## config.mk

```make
export PLATFORM = sky130hd
export DESIGN_NAME = pwm_bank_flat
export DESIGN_NICKNAME = d
export VERILOG_FILES = /design/src/rtl/pwm_bank_pkg.sv /design/src/rtl/pwm_bank_if.sv /design/src/rtl/pwm_bank_channel.sv /design/src/rtl/pwm_bank.sv /design/src/flat_wrapper.sv
export SDC_FILE = /design/constraint.sdc
export NUM_CORES = 1
export LEC_CHECK = 0
export BUFFER_PORTS_ARGS = -buffer_cell sky130_fd_sc_hd__buf_2
export CAP_MARGIN = 0
export CELL_PAD_IN_SITES_DETAIL_PLACEMENT = 1
export CELL_PAD_IN_SITES_GLOBAL_PLACEMENT = 1
export CORE_MARGIN = 5
export CORE_UTILIZATION = 35
export CTS_CLUSTER_DIAMETER = 50
export DETAILED_ROUTE_END_ITERATION = 7
export PLACE_DENSITY = 0.85
export SLEW_MARGIN = 30
export SYNTH_ARGS = -nofsm -noshare
export SYNTH_HDL_FRONTEND = slang
export SYNTH_HIERARCHICAL = 1
export SYNTH_SLANG_ARGS = --single-unit
```

## constraint.sdc

```tcl
create_clock -name clk -period 3 [get_ports clk]
set_clock_uncertainty 0.1 [all_clocks]
set_input_delay 0.45 -clock clk [delete_from_list [all_inputs] [get_ports clk]]
set_output_delay 0.45 -clock clk [all_outputs]
set_load 0.05 [all_outputs]
```

## src/rtl/pwm_bank_pkg.sv

```systemverilog
// Shared register map, status map and channel count for the pwm_bank block.
// Optional duty/period shadowing is selected with the PWM_SHADOW_EN macro.
package pwm_pkg;
    localparam int NUM_CH       = 4;

    // Config register indices
    localparam int CTRL_IDX     = 0;
    localparam int PRESCALE_IDX = 1;
    localparam int PERIOD_IDX   = 2;
    localparam int DUTY0_IDX    = 3;
    localparam int INV_IDX      = 7;

    // Status register indices
    localparam int STAT_CNT_IDX  = 0;
    localparam int STAT_WRAP_IDX = 1;
    localparam int STAT_PWM_IDX  = 2;

    // CTRL bit positions
    localparam int GEN_BIT  = 0;
    localparam int CLR_BIT  = 1;
    localparam int CHEN_LSB = 4;
endpackage

```

## src/rtl/pwm_bank_if.sv

```systemverilog
// Packed config/status register bus between the SPI register bank and pwm_bank.
interface pwm_bank_if #(
    parameter int NUM_CFG    = 8,
    parameter int NUM_STATUS = 8,
    parameter int REG_WIDTH  = 8
);
    logic [NUM_CFG*REG_WIDTH-1:0]    config_regs;
    logic [NUM_STATUS*REG_WIDTH-1:0] status_regs;

    modport master (output config_regs, input  status_regs);
    modport slave  (input  config_regs, output status_regs);
endinterface

```

## src/rtl/pwm_bank_channel.sv

```systemverilog
// One PWM channel: optional duty shadow, compare against the shared counter,
// polarity invert, enable gating and the output flop.
module pwm_channel #(
    parameter int REG_WIDTH = 8
) (
    input  logic                 clk,
    input  logic                 rstb,
    input  logic                 ena,
    input  logic                 ld_sh,
    input  logic                 gen,
    input  logic                 chen,
    input  logic                 inv,
    input  logic [REG_WIDTH-1:0] cnt,
    input  logic [REG_WIDTH-1:0] duty,
    output logic                 pwm
);
    logic [REG_WIDTH-1:0] duty_eff;
    logic                 raw;

`ifdef PWM_SHADOW_EN
    always_ff @(posedge clk or negedge rstb) begin
        if (!rstb)
            duty_eff <= '0;
        else if (ena && ld_sh)
            duty_eff <= duty;
    end
`else
    logic unused_ld;
    assign unused_ld = ld_sh;
    assign duty_eff  = duty;
`endif

    // Invert is applied before gating so a disabled channel is always low.
    assign raw = (cnt < duty_eff) ^ inv;

    always_ff @(posedge clk or negedge rstb) begin
        if (!rstb)
            pwm <= 1'b0;
        else if (ena)
            pwm <= gen & chen & raw;
    end
endmodule

```

## src/rtl/pwm_bank.sv

```systemverilog
// Four-channel PWM bank: prescaler, shared period counter, wrap counter and
// status packing. Define PWM_SHADOW_EN to make period/duty updates wrap-aligned.
module pwm_bank
    import pwm_pkg::*;
#(
    parameter int NUM_CFG    = 8,
    parameter int NUM_STATUS = 8,
    parameter int REG_WIDTH  = 8
) (
    input  logic              clk,
    input  logic              rstb,
    input  logic              ena,
    pwm_bank_if.slave         bus,
    output logic [NUM_CH-1:0] pwm_out,
    output logic              wrap_pulse
);
    logic [NUM_CFG-1:0][REG_WIDTH-1:0] cfg;
    logic [REG_WIDTH-1:0]              prescale, period, period_eff;
    logic [REG_WIDTH-1:0]              pre_cnt, cnt;
    logic [7:0]                        wrap_cnt;
    logic [NUM_CH-1:0]                 chen, inv;
    logic                              gen, clr, run, tick, wrap, ld_sh;
    logic                              unused_cfg;

    assign cfg      = bus.config_regs;
    assign gen      = cfg[CTRL_IDX][GEN_BIT];
    assign clr      = cfg[CTRL_IDX][CLR_BIT];
    assign chen     = cfg[CTRL_IDX][CHEN_LSB +: NUM_CH];
    assign prescale = cfg[PRESCALE_IDX];
    assign period   = cfg[PERIOD_IDX];
    assign inv      = cfg[INV_IDX][NUM_CH-1:0];
    // Reserved CTRL/INV bits and any extra config registers are ignored.
    assign unused_cfg = ^bus.config_regs;

    assign run   = gen & ~clr;
    assign tick  = run & (pre_cnt >= prescale);
    assign wrap  = tick & (cnt >= period_eff);
    assign ld_sh = ~gen | clr | wrap;

`ifdef PWM_SHADOW_EN
    always_ff @(posedge clk or negedge rstb) begin
        if (!rstb)
            period_eff <= '0;
        else if (ena && ld_sh)
            period_eff <= period;
    end
`else
    assign period_eff = period;
`endif

    always_ff @(posedge clk or negedge rstb) begin
        if (!rstb) begin
            pre_cnt    <= '0;
            cnt        <= '0;
            wrap_pulse <= 1'b0;
            wrap_cnt   <= '0;
        end else if (ena) begin
            pre_cnt    <= (!run || tick) ? '0 : pre_cnt + REG_WIDTH'(1);
            // >= lets a lowered PERIOD force a wrap on the next tick.
            if (!run || wrap)
                cnt <= '0;
            else if (tick)
                cnt <= cnt + REG_WIDTH'(1);
            wrap_pulse <= wrap;
            if (wrap)
                wrap_cnt <= wrap_cnt + 8'd1;
        end
    end

    for (genvar g = 0; g < NUM_CH; g++) begin : g_ch
        pwm_channel #(.REG_WIDTH(REG_WIDTH)) u_ch (
            .clk   (clk),
            .rstb  (rstb),
            .ena   (ena),
            .ld_sh (ld_sh),
            .gen   (gen),
            .chen  (chen[g]),
            .inv   (inv[g]),
            .cnt   (cnt),
            .duty  (cfg[DUTY0_IDX+g]),
            .pwm   (pwm_out[g])
        );
    end

    always_comb begin
        bus.status_regs = '0;
        bus.status_regs[STAT_CNT_IDX*REG_WIDTH  +: REG_WIDTH] = cnt;
        bus.status_regs[STAT_WRAP_IDX*REG_WIDTH +: REG_WIDTH] = REG_WIDTH'(wrap_cnt);
        bus.status_regs[STAT_PWM_IDX*REG_WIDTH  +: REG_WIDTH] = REG_WIDTH'(pwm_out);
    end
endmodule

```

## src/flat_wrapper.sv

```systemverilog
// flat-port wrapper written by rule: the top's interface ports become plain ports
module pwm_bank_flat import pwm_pkg::*;
#(
    parameter int NUM_CFG    = 8,
    parameter int NUM_STATUS = 8,
    parameter int REG_WIDTH  = 8
)
  (clk, rstb, ena, pwm_out, wrap_pulse, bus_config_regs, bus_status_regs);
  pwm_bank_if #(.NUM_CFG(NUM_CFG), .NUM_STATUS(NUM_STATUS), .REG_WIDTH(REG_WIDTH)) bus_i ();
  input  logic clk;
  input  logic rstb;
  input  logic ena;
  output logic [NUM_CH-1:0] pwm_out;
  output logic wrap_pulse;
  input wire logic [$bits(bus_i.config_regs)-1:0] bus_config_regs;
  output wire logic [$bits(bus_i.status_regs)-1:0] bus_status_regs;
  assign bus_i.config_regs = bus_config_regs;
  assign bus_status_regs = bus_i.status_regs;
  pwm_bank #(.NUM_CFG(NUM_CFG), .NUM_STATUS(NUM_STATUS), .REG_WIDTH(REG_WIDTH)) u_core (.clk(clk), .rstb(rstb), .ena(ena), .bus(bus_i), .pwm_out(pwm_out), .wrap_pulse(wrap_pulse));
endmodule
```

# Yosys cells after proc, flatten, opt, wreduce, memory -nomap -nowiden
# Cells that the tools add are included.
word_totals:
  register_bits: 29
classes:
  order_cmp: 6
  n_mux: 3
  add_sub_neg: 3
  n_reduce_logical: 6
  bitwise_logic: 16
op_table:
  columns: ["cell", "n"]
  rows:
  - ["8-bit < comparator", 4]
  - ["8-bit by 1-bit adder with 8-bit output, second input constant", 3]
  - ["8-bit two-way mux", 3]
  - ["8-bit >= comparator", 2]
  - ["1-bit AND", 11]
  - ["2-bit AND reduction", 2]
  - ["1-bit bitwise XOR", 4]
  - ["1-bit logical OR", 2]
  - ["2-bit nonzero test", 1]
  - ["1-bit logical NOT", 1]
  - ["1-bit inverter", 1]

# Longest topological paths before layout
logic_depth:
  word_depth: 7
  depth_mapped: 8

# By module
# Netlist, hierarchy kept.
by_module_without_submodules:
  columns: ["module", "cells_each", "n_inst", "area_each_um2"]
  rows:
  - ["pwm_bank", 226, 1, 2102.0]
  - ["pwm_channel", 34, 4, 252.7]

# Least setup slack after synthesis
# OpenSTA, ideal clock, no wires.
synth_path:
  path_kind: "register to register"
  startpoint: "reg u_core.cnt[2]"
  endpoint: "reg u_core.wrap_cnt[1]"
  synth_period_minus_slack_ns: 2.491
  setup_slack_ns: 0.509
  arrival_ns: 2.264
  t_required_ns: 2.772
  setup_time_ns: 0.128
  stages_incl_launch_ff: 7
  cell_sequence: "dfrtp_1 -> ha_1 -> or3_1 -> a21oi_1 -> o31ai_2 -> o21ai_2 -> mux2_1"
synth_via:
  elab_chain_len: 3
synth_lines:
  columns: ["item", "line_no", "text"]
  rows:
  - ["from (decl)", "pwm_bank.sv:19", "logic [REG_WIDTH-1:0] pre_cnt, cnt;"]
  - ["from (signal assigned)", "pwm_bank.sv:63", "cnt <= cnt + REG_WIDTH'(1);"]
  - ["8-bit >= comparator", "pwm_bank.sv:37", "assign wrap = tick & (cnt >= period_eff);"]
  - ["1-bit AND", "pwm_bank.sv:37", null]
  - ["2-bit AND reduction (no source line)", null, null]
  - ["to (signal assigned)", "pwm_bank.sv:66", "wrap_cnt <= wrap_cnt + 8'd1;"]
  - ["to (decl)", "pwm_bank.sv:20", "logic [7:0] wrap_cnt;"]
# No other way between the ends.
# A chain may end at the register's enable or synchronous reset.

# Worst setup path in the final report
layout_path:
  startpoint: "reg u_core.cnt[6]"
  endpoint: "reg u_core.cnt[3]"
layout_via:
  elab_chain_len: 5
  word_cells_on_any_way: 6
  cone_classes: "1 x order compare; 1 x mux; 1 x bitwise; 3 x reduce/logical"
layout_lines:
  columns: ["item", "line_no", "text"]
  rows:
  - ["8-bit >= comparator *", "pwm_bank.sv:37", null]
  - ["1-bit AND *", "pwm_bank.sv:37", null]
  - ["1-bit logical OR *", "pwm_bank.sv:60", "if (!run || wrap)"]
  - ["2-bit nonzero test (no source line)", null, null]
  - ["2-bit AND reduction (no source line)", null, null]
# Every way passes the cells marked *; elsewhere a longest branch is shown, timed or not.

==> impl_metrics.py <==
metrics = {
    "sta": {
        "timing_worst_slew_pin_value_ns": 0.720,
        "max_freq_mhz": 394,
        "min_period_ns": 2.54,
        "setup_ws_ns": 0.464,
        "setup_viol": 0,
        "drv_slew": 0,
        "hold_violations": 0,
        "slew_headroom": 0.517,
        "setup_tns_ns": 0,
        "period_share": 0.845,
        "grt_setup_unrepaired": "no",
    },
    "job": {
        "drv_cap": 0,
    },
    "grt": {
        "grtUsageMet1": 0.178,
        "grt_max_degree": 30,
        "grt_usage": 0.155,
        "use_met3": 0.0372,
        "grt_pass1_wl_um": 14000,
        "overflow": 0,
        "antenna_found_initial": 0,
        "grt-busiest-layer": "met2",
        "grt_pass1_vias": 3022,
        "use_met2": 0.284,
    },
    "die": {
        "num_io_pins": 136,
        "initial_core_util": 0.358,
        "dieArea_um2": 10900,
        "dieHeight_um": 104,
        "die_w_um": 104,
        "rows": 34,
        "core_um2": 8680,
    },
    "pwr": {
        "ir_drop_mv": 0.118,
        "internal_power_uw": 669,
        "p_comb_frac": 0.316,
        "p_leak_uw": 0.00206,
        "p_clk_frac": 0.308,
        "p_sw_uw": 419,
        "p_sw_frac": 0.385,
        "pwr-share-seq": 0.376,
        "powerDensity_nw_per_um2": 304,
    },
    "clock_network": {
        "cts.sinks": 29,
        "cts_buffers": 5,
        "htree_levels": 2,
        "clock_latency_ns": 0.29,
        "cts.clk_slew.worst_paths_ns": 0.07,
        "clockBufferDepth": 2,
        "postCtsHoldBufs": 0,
        "root_buffer": "clkbuf_8",
        "cts_tree": "yes",
        "post_cts_buffers": 0,
        "cts_resized": 0,
    },
    "logic_synthesis": {
        "synthCells": 361,
        "avgSynthCellArea_um2": 8.61,
        "synth_area_um2": 3110,
        "ys_warn_count": 6,
    },
    "setup_path": {
        "required_ns": 3.12,
        "critPathMaxStageDelay_ns": 0.62,
        "worst_setup_path_start_kind": "flop",
        "critPathSlowestCell": "dfrtp_1",
        "cp_top_family": "compound AO/OA/AOI/OAI gates",
        "critPathCaptureType": "flop",
        "crit_arrival_ns": 2.65,
        "rr_startpoint": "u_core/cnt[6]",
        "timing.critical_path.buf_inv": 0,
        "crit_type": "reg2reg",
        "critPathLaunch": "u_core/cnt[6]",
        "path_cells": "ha_1 > a21o_1 > a211oi_1 > o31ai_2 > a211oi_4 > a22o_1",
        "worstPathMaxFanout": 10,
    },
    "placed_design": {
        "io_buffers": 85,
        "dpl.hpwl_um": 7000,
        "place_ws_ns": 0.521,
        "dp_cells": 550,
        "place.gp.congestion": 0.767,
    },
    "detailed_routing": {
        "wl_per_cell_um": 15.4,
        "first_pass_iters": 4,
        "drc": 0,
        "final_antenna_net_count": 0,
        "vias_per_cell": 5.05,
        "vias": 2811,
        "finalWirelength_um": 8560,
        "drtIter0Drc": 88,
    },
    "outcome": {
        "outcome": "finished clean",
    },
    "final_layout": {
        "final_cells": 557,
        "fin_nets": 563,
        "layout-drive-gt1-share": 0.252,
        "antennaDiodeCount": 0,
        "area_growth_pct": 15.0,
    },
    "min_path": {
        "hold_class": "in2async",
    },
}
## layer usage
| metal | share of wire | vias up |
|---|---|---|
| met2 | 0.52 | 89 |
| met5 | 0 | - |
| met3 | 0.060 | 14 |
| li1 | - | 1355 |
| met1 | 0.41 | 1353 |
| met4 | 0.015 | 0 |
## layout by cell type (no fill, tap or decap), types with 2 or more instances in the layout
master / instances
a21o_1: 5
buf_4: 4
nor3_2: 5
o2111ai_1: 5
nand2_1: 11
xor2_1: 2
inv_1: 46
conb_1: 44
xnor2_1: 9
o21ai_1: 4
dfrtp_1: 29
nor2b_1: 10
nand3_1: 16
and2_1: 4
o21a_1: 2
and3_1: 8
and4b_1: 4
clkbuf_8: 6
ha_1: 47
o21ai_0: 12
o211ai_1: 5
o31ai_2: 2
a221o_1: 3
a22o_1: 4
o221ai_1: 3
and4_2: 4
nand4_1: 5
mux2_1: 2
nand2b_1: 3
buf_2: 85
a21oi_1: 16
nor2_1: 22
or3_1: 2
nor3b_1: 4
## per-stage QoR
stage	total power, uW	hold WS, ns	util	area (um^2)
finish	1090	0.110	0.412	3580
global route	1150	0.159	0.412	3580
CTS	1100	0.130	0.412	3580
detailed placement	760	0.378	0.402	3490
global placement	750	0.362	0.402	3490
floorplan	717	0.0544	-	3270
## worst reg2reg max path, cell delays in order, from the launching register on
cell and delay, ns:
dfrtp_1 0.62, ha_1 0.34, a21o_1 0.20, a211oi_1 0.39, o31ai_2 0.21, a211oi_4 0.39, a22o_1 0.22
## area by class of cell
type                       instances  area (um^2)
clock buffer                       7         86.3
fill                            1117         5100
inverter                          47          176
multi-input combinational        277         2000
sequential                        29          726
tap                              108          135
timing repair buffer              89          455
## power groups by stage
| stage | registers [uW] | logic (uW) | clock network, uW |
|---|---|---|---|
| after global routing | 411 | 374 | 365 |
| final | 409 | 344 | 335 |
| after CTS | 410 | 345 | 348 |
| after floorplan | 433 | 284 | 0 |
| after global placement | 417 | 334 | 0 |
| after detailed placement | 417 | 343 | 0 |
## worst paths after layout
kind                                      end  slack (ns)  cells after the start
min in group clk           u_core/wrap_cnt[7]        0.39                      1
max reg2reg                     u_core/cnt[3]        0.46                      6
max in group asynchronous  u_core/wrap_cnt[0]        2.24                      1
max                             u_core/cnt[3]        0.46                      6
min reg2reg                u_core/wrap_cnt[7]        0.39                      1
min                         u_core/pre_cnt[7]        0.11                      1
## flip-flops by register name, indices dropped and copies added (netlist names)
| name | flops |
|---|---|
| u_core/cnt | 8 |
| u_core/pre_cnt | 8 |
| u_core/wrap_cnt | 8 |
| u_core/g_ch.u_ch/pwm | 4 |
| u_core/wrap_pulse | 1 |
(Power assumes the default switching activity.)
